[config.mk]
export PLATFORM = sky130hd
export DESIGN_NAME = jt51_interp
export DESIGN_NICKNAME = d
export VERILOG_FILES = /design/src/rtl/jt51_interp_pkg.sv /design/src/rtl/jt51_interp_lfsr.sv /design/src/rtl/jt51_interp.sv
export SDC_FILE = /design/constraint.sdc
export NUM_CORES = 1
export LEC_CHECK = 0
export ABC_AREA = 1
export BUFFER_PORTS_ARGS = -buffer_cell sky130_fd_sc_hd__buf_2
export CORE_MARGIN = 4
export CORE_UTILIZATION = 45
export CTS_CLUSTER_DIAMETER = 200
export DETAILED_ROUTE_END_ITERATION = 12
export HOLD_SLACK_MARGIN = 0.06
export SYNTH_ARGS = -nofsm -noshare
export SYNTH_HDL_FRONTEND = slang
export SYNTH_SLANG_ARGS = --single-unit
[constraint.sdc]
create_clock -name clk -period 5.9 [get_ports clk]
set_input_delay 0.59 -clock clk [delete_from_list [all_inputs] [get_ports clk]]
set_output_delay 0.59 -clock clk [all_outputs]
set_load 0.02 [all_outputs]
[src/rtl/jt51_interp_pkg.sv]
// jt51_interp_pkg: shared definitions for the JT51 output interpolator.
// Holds the segment state encoding and the dither LFSR constants.
package jt51_interp_pkg;

  typedef enum logic [1:0] {
    IDLE = 2'd0,
    RUN  = 2'd1,
    HOLD = 2'd2
  } state_e;

  // 16-bit Fibonacci LFSR, taps 16,14,13,11 -> bits 15,13,12,10
  localparam logic [15:0] LFSR_SEED = 16'h0001;
  localparam logic [15:0] LFSR_TAPS = 16'hB400;

  // One LFSR advance: shift left, feedback is the parity of the tapped bits
  function automatic logic [15:0] lfsr_step(input logic [15:0] s);
    return {s[14:0], ^(s & LFSR_TAPS)};
  endfunction

endpackage

[src/rtl/jt51_interp_lfsr.sv]
// jt51_interp_lfsr: dither source for the interpolator. Free-running while
// enabled, frozen otherwise; exposes only the low OUT_W bits as the dither word.
module jt51_interp_lfsr
  import jt51_interp_pkg::*;
#(
  parameter int OUT_W = 6
) (
  input  logic             clk,
  input  logic             rst_n,
  input  logic             en,
  output logic [OUT_W-1:0] dither
);

  logic [15:0] lfsr_q;
  logic [15:0] lfsr_d;

  // Next LFSR value: advance only while enabled
  always_comb begin
    if (en) begin
      lfsr_d = lfsr_step(lfsr_q);
    end else begin
      lfsr_d = lfsr_q;
    end
  end

  // LFSR register, seeded on reset
  always_ff @(posedge clk or negedge rst_n) begin
    if (!rst_n) begin
      lfsr_q <= LFSR_SEED;
    end else begin
      lfsr_q <= lfsr_d;
    end
  end

  assign dither = lfsr_q[OUT_W-1:0];

endmodule

[src/rtl/jt51_interp.sv]
// jt51_interp: linear interpolator from the JT51 sample rate up to one sample
// per clock. Each accepted sample ends a straight segment of 2^RATIO_W clocks
// built by an exact accumulator. Optional rounding dither is enabled by
// defining JT51_INTERP_DITHER_EN.
module jt51_interp
  import jt51_interp_pkg::*;
#(
  parameter int WIDTH   = 16,
  parameter int RATIO_W = 6
) (
  input  logic                    clk,
  input  logic                    rst_n,
  input  logic signed [WIDTH-1:0] din,
  input  logic                    din_valid,
  output logic signed [WIDTH-1:0] dout,
  output logic                    seg_start,
  output logic                    underrun,
  output logic                    overrun
);

  localparam int AW = WIDTH + RATIO_W;
  localparam logic [RATIO_W-1:0] CNT_ONE  = RATIO_W'(1'b1);
  localparam logic [RATIO_W-1:0] CNT_LAST = '1;

  state_e                  state_q, state_d;
  logic signed [WIDTH-1:0] prev_q, prev_d;
  logic signed [WIDTH-1:0] target_q, target_d;
  logic signed [WIDTH-1:0] hold_q, hold_d;
  logic                    pending_q, pending_d;
  logic signed [AW-1:0]    acc_q, acc_d;
  logic [RATIO_W-1:0]      cnt_q, cnt_d;
  logic signed [WIDTH-1:0] dout_q, dout_d;
  logic                    seg_start_q, seg_start_d;
  logic                    underrun_q, underrun_d;
  logic                    overrun_q, overrun_d;

  logic signed [WIDTH:0]   diff_s;
  logic signed [AW-1:0]    diff_ext_s;
  logic signed [AW-1:0]    sum_s;
  logic signed [AW-1:0]    tgt_scaled_s;
  logic signed [WIDTH-1:0] ramp_s;
  logic                    seg_end_s;
  logic                    run_s;

  assign diff_s       = (WIDTH+1)'(target_q) - (WIDTH+1)'(prev_q);
  assign diff_ext_s   = AW'(diff_s);
  assign sum_s        = acc_q + diff_ext_s;
  assign tgt_scaled_s = {target_q, {RATIO_W{1'b0}}};
  assign seg_end_s    = (cnt_q == CNT_LAST);
  assign run_s        = (state_q == RUN);

`ifdef JT51_INTERP_DITHER_EN
  logic [RATIO_W-1:0]    dither_s;
  logic                  carry_s;
  logic signed [WIDTH:0] dith_sum_s;

  jt51_interp_lfsr #(.OUT_W(RATIO_W)) u_lfsr (
    .clk    (clk),
    .rst_n  (rst_n),
    .en     (run_s),
    .dither (dither_s)
  );

  // Dithered output: floor((sum + dither) / 2^RATIO_W), clipped at positive full scale
  always_comb begin
    carry_s    = (sum_s[RATIO_W-1:0] > ~dither_s);
    dith_sum_s = {sum_s[AW-1], sum_s[AW-1:RATIO_W]} + {{WIDTH{1'b0}}, carry_s};
    if (dith_sum_s[WIDTH] != dith_sum_s[WIDTH-1]) begin
      ramp_s = {1'b0, {(WIDTH-1){1'b1}}};
    end else begin
      ramp_s = dith_sum_s[WIDTH-1:0];
    end
  end
`else
  // Top WIDTH bits of the scaled sum are the arithmetic-shift floor
  assign ramp_s = sum_s[AW-1:RATIO_W];
`endif

  // Segment sequencing, input capture and output/flag next values
  always_comb begin
    state_d     = state_q;
    prev_d      = prev_q;
    target_d    = target_q;
    hold_d      = hold_q;
    pending_d   = pending_q;
    acc_d       = acc_q;
    cnt_d       = cnt_q;
    dout_d      = dout_q;
    seg_start_d = 1'b0;
    underrun_d  = 1'b0;
    overrun_d   = 1'b0;
    case (state_q)
      IDLE: begin
        dout_d = '0;
        if (din_valid) begin
          prev_d      = '0;
          target_d    = din;
          acc_d       = '0;
          cnt_d       = '0;
          seg_start_d = 1'b1;
          state_d     = RUN;
        end else begin
          state_d = IDLE;
        end
      end
      RUN: begin
        acc_d  = sum_s;
        cnt_d  = cnt_q + CNT_ONE;
        dout_d = ramp_s;
        if (seg_end_s) begin
          if (pending_q) begin
            // Pending sample starts the next segment; a new strobe refills hold
            prev_d      = target_q;
            target_d    = hold_q;
            acc_d       = tgt_scaled_s;
            cnt_d       = '0;
            seg_start_d = 1'b1;
            if (din_valid) begin
              hold_d    = din;
              pending_d = 1'b1;
            end else begin
              pending_d = 1'b0;
            end
          end else if (din_valid) begin
            // Strobe on the last clock goes straight into the next segment
            prev_d      = target_q;
            target_d    = din;
            acc_d       = tgt_scaled_s;
            cnt_d       = '0;
            seg_start_d = 1'b1;
          end else begin
            state_d    = HOLD;
            underrun_d = 1'b1;
          end
        end else if (din_valid) begin
          hold_d    = din;
          pending_d = 1'b1;
          overrun_d = pending_q;
        end else begin
          pending_d = pending_q;
        end
      end
      HOLD: begin
        dout_d = target_q;
        if (din_valid) begin
          prev_d      = target_q;
          target_d    = din;
          acc_d       = tgt_scaled_s;
          cnt_d       = '0;
          seg_start_d = 1'b1;
          state_d     = RUN;
        end else begin
          state_d = HOLD;
        end
      end
      default: begin
        state_d = IDLE;
        dout_d  = '0;
      end
    endcase
  end

  // State, datapath and flag registers; reset aborts any segment at once
  always_ff @(posedge clk or negedge rst_n) begin
    if (!rst_n) begin
      state_q     <= IDLE;
      prev_q      <= '0;
      target_q    <= '0;
      hold_q      <= '0;
      pending_q   <= 1'b0;
      acc_q       <= '0;
      cnt_q       <= '0;
      dout_q      <= '0;
      seg_start_q <= 1'b0;
      underrun_q  <= 1'b0;
      overrun_q   <= 1'b0;
    end else begin
      state_q     <= state_d;
      prev_q      <= prev_d;
      target_q    <= target_d;
      hold_q      <= hold_d;
      pending_q   <= pending_d;
      acc_q       <= acc_d;
      cnt_q       <= cnt_d;
      dout_q      <= dout_d;
      seg_start_q <= seg_start_d;
      underrun_q  <= underrun_d;
      overrun_q   <= overrun_d;
    end
  end

  assign dout      = dout_q;
  assign seg_start = seg_start_q;
  assign underrun  = underrun_q;
  assign overrun   = overrun_q;

endmodule
==> metrics.cfg <==
[outcome]
status=completed

[final_layout]
finalInstanceArea_mm2=0.007227
layout-drive-gt1-share_pct=10.63
nNetsFinal=920
diodes=0
final_cells=1040
fillers=1435
area_growth_pct=8.408

[global_route]
grt_pass1_wl_um=28610
grt_overflow_total=0
antenna_found_initial=1
first_global_vias=5621
grt_usage_pct=21.64
grt_max_degree=62

[synthesis]
synth_cells=834
syn_area_mm2=0.006666
synthSimpleGateAreaFrac_pct=18.19
synthXorXnorAreaFrac_pct=1.577
synth_top_area_share_pct=36.79
synth_cell_type_count=41
synth_top_family_by_area=compound AO/OA/AOI/OAI gates
yosys.area.top_type=dfrtp_1
ys_top_cells_by_area=dfrtp_1 37%, nand2_1 10%, inv_1 8.4%
muxShareOfSynthArea_pct=2.703
synth_fa_ha_area_share_pct=11.56
syn_nets=902
synth_compound_area_share_pct=18.21
avgSynthCellArea_um2=7.993
ys_warn_count=0
ys_seq_area_share_pct=36.79
ys_seq_elements=98

[drt]
drcViolationCount=0
wl_per_cell_um=16.72
drt_wl_total_um=17390
via_per_inst=5.412
drtAntennaViolNets=0
via_count=5628
firstDrtPassIters=5
drtIter0Drc=448

[sta]
tightestPinTransition_ns=1.048
rsz0062_at_grt=no
fin_tns_setup_ns=0
maxSlewViolCount=0
period_needed_ns=3.721
fin_skew_ns=0.009522
finalHoldViolCount=0
setup_viol=0
clock.fmax_ghz=0.2688
slew_headroom_pct=30.15
fin_ws_ns=2.179
fin_crit_sh_pct=63.07

[clock_tree]
clk_latency_ns=0.35
clk_pin_slew_ns=0.07
htreeDepth=3
cts_setup_buffers=0
cts_tree=built
clock_path_buffers=2
numCtsBuffers=9
cts_sinks=98
cts_hold_buf=0
cts-root-buf=clkbuf_16
cts_resized=0

[worst_setup_path]
end_kind=register
timing.critical_path.buf_inv=3
crit_chain=buf_2, nand2_1, nand2_1, inv_1, nor2_1, nand2_2, inv_2, nand3_1, o211ai_1
slowest_delay_ns=0.77
cpMostUsedCell=nand2_1
worstSetupPathType=in2reg
required_ns=6.17
path_max_fanout=54
cp_data_arrival_time_ns=3.99
cpMaxStageDelayCell=nor2_1
crit_family=simple AND/OR/NAND/NOR gates
cp-start-kind=input port

[floorplan]
core_mm2=0.01453
dieArea_mm2=0.01683
die_h_um=129.7
start_util_pct=45.87
rows=44
num_io_pins=38
die_width_um=129.7

[placed_design]
placed_cells=1025
portBuffers=37
dp_worst_setup_slack_ns=1.895
place_area_mm2=0.006942
place_hpwl_um=13350
place_congestion=0.9345

[flow_run]
maxCapViolCount=0

[hold_path]
hold_class=in2async

layout make-up:
class / instances / area [um^2] / area share, %
Inverter: 155 / 581.8 / 8.051
Clock buffer: 10 / 229.0 / 3.168
Timing Repair Buffer: 38 / 195.2 / 2.701
Sequential cell: 98 / 2452 / 33.93
Multi-Input combinational cell: 550 / 3482 / 48.18
Tap cell: 184 / 230.2 / 3.186
Clock inverter: 5 / 56.30 / 0.7791
path summary, 6_finish.rpt:
check / startpoint / end / slack [ns] / cells past startpoint
worst max-delay path: din_valid / acc_q[14] / 2.18 / 9
worst min-delay path: rst_n / dout[12] / 0.20 / 1
worst max register to register: state_q[0] / acc_q[14] / 2.29 / 8
worst min register to register: target_q[8] / target_q[8] / 0.49 / 2
max in group asynchronous: rst_n / acc_q[4] / 4.52 / 2
min in group clk: din[11] / hold_q[11] / 0.48 / 2
per-stage QoR:
stage	util (%)	hold slack [ns]
final	49.72	0.2014
after global routing	49.72	0.2465
after CTS	49.72	0.2179
after detailed placement	47.76	0.4729
after global placement	47.76	0.4665
after floorplan	-	0.2944
cell usage in the layout (no fill, tap or decap), types with 3 or more instances in the layout:
master and count:
nand2_1 179, inv_1 150, dfrtp_1 98, o21ai_0 66, nand3_1 47, a21oi_1 40
buf_2 36, nor2_1 35, o211ai_1 32, ha_1 28, fa_1 21, mux2_2 16
xnor2_1 11, a22oi_2 10, clkbuf_16 9, nand3b_1 7, o22ai_1 7, a32oi_1 6
o31ai_1 5, nand4_1 5, nor3_1 4, o221ai_1 4, a22oi_1 4, o32ai_1 3
nand2_4 3, clkinv_1 3
flip-flops by register name (all words and copies together), names as in the netlist:
| name | flops |
|---|---|
| state_q | 2 |
| cnt_q | 6 |
| underrun | 1 |
| acc_q | 22 |
| prev_q | 16 |
| overrun | 1 |
| dout | 16 |
| target_q | 16 |
| seg_start | 1 |
| hold_q | 16 |
| pending_q | 1 |
cells in the mapped netlist, drive strengths merged:
| cell type | n |
|---|---|
| o31ai | 5 |
| a21o | 2 |
| inv | 152 |
| nand3 | 47 |
| buf | 12 |
| o21bai | 2 |
| o22ai | 7 |
| a21boi | 1 |
| xnor2 | 11 |
| o221ai | 4 |
| nand4 | 5 |
| o21ai | 68 |
| nand3b | 7 |
| nor3 | 4 |
| o21a | 2 |
| clkbuf | 19 |
| xor2 | 1 |
| o32ai | 3 |
| fa | 21 |
| nand2 | 184 |
| o211ai | 32 |
| nor2 | 36 |
| a22oi | 14 |
| ha | 28 |
| dfrtp | 98 |
| or2 | 2 |
| a21oi | 41 |
| a32oi | 6 |
| clkinv | 3 |
| a31oi | 1 |
| mux2 | 16 |
cell families after synthesis:
| logic type | count (synthesis) |
|---|---|
| xor gates and xnor gates | 12 |
| and+or+nand+nor | 285 |
| muxes | 16 |
| adders and majority gates | 49 |
| AOI/OAI and AO/OA | 188 |
| buffers and inverters | 186 |
| DFF | 98 |
routing by layer:
| layer | vias up | global-route usage (%) | wire, um |
|---|---|---|---|
| met2 | 200 | 32.12 | 7486 |
| met1 | 2639 | 32.88 | 8560 |
| met5 | - | 0 | 7 |
| met3 | 24 | 2.865 | 1045 |
| met4 | 2 | 6.907 | 287 |
| li1 | 2763 | - | - |
worst reg2reg max path, cell delays in order, from the launching register on:
cell and delay [ns]:
dfrtp_1 0.42, inv_1 0.12, ha_1 0.92, clkinv_1 0.52, nor2_1 0.80, nand2_2 0.31, inv_2 0.26, nand3_1 0.10
o211ai_1 0.08
Power is not shown: default switching activity piles up to over one toggle a cycle in this logic, so the estimate is an artifact.
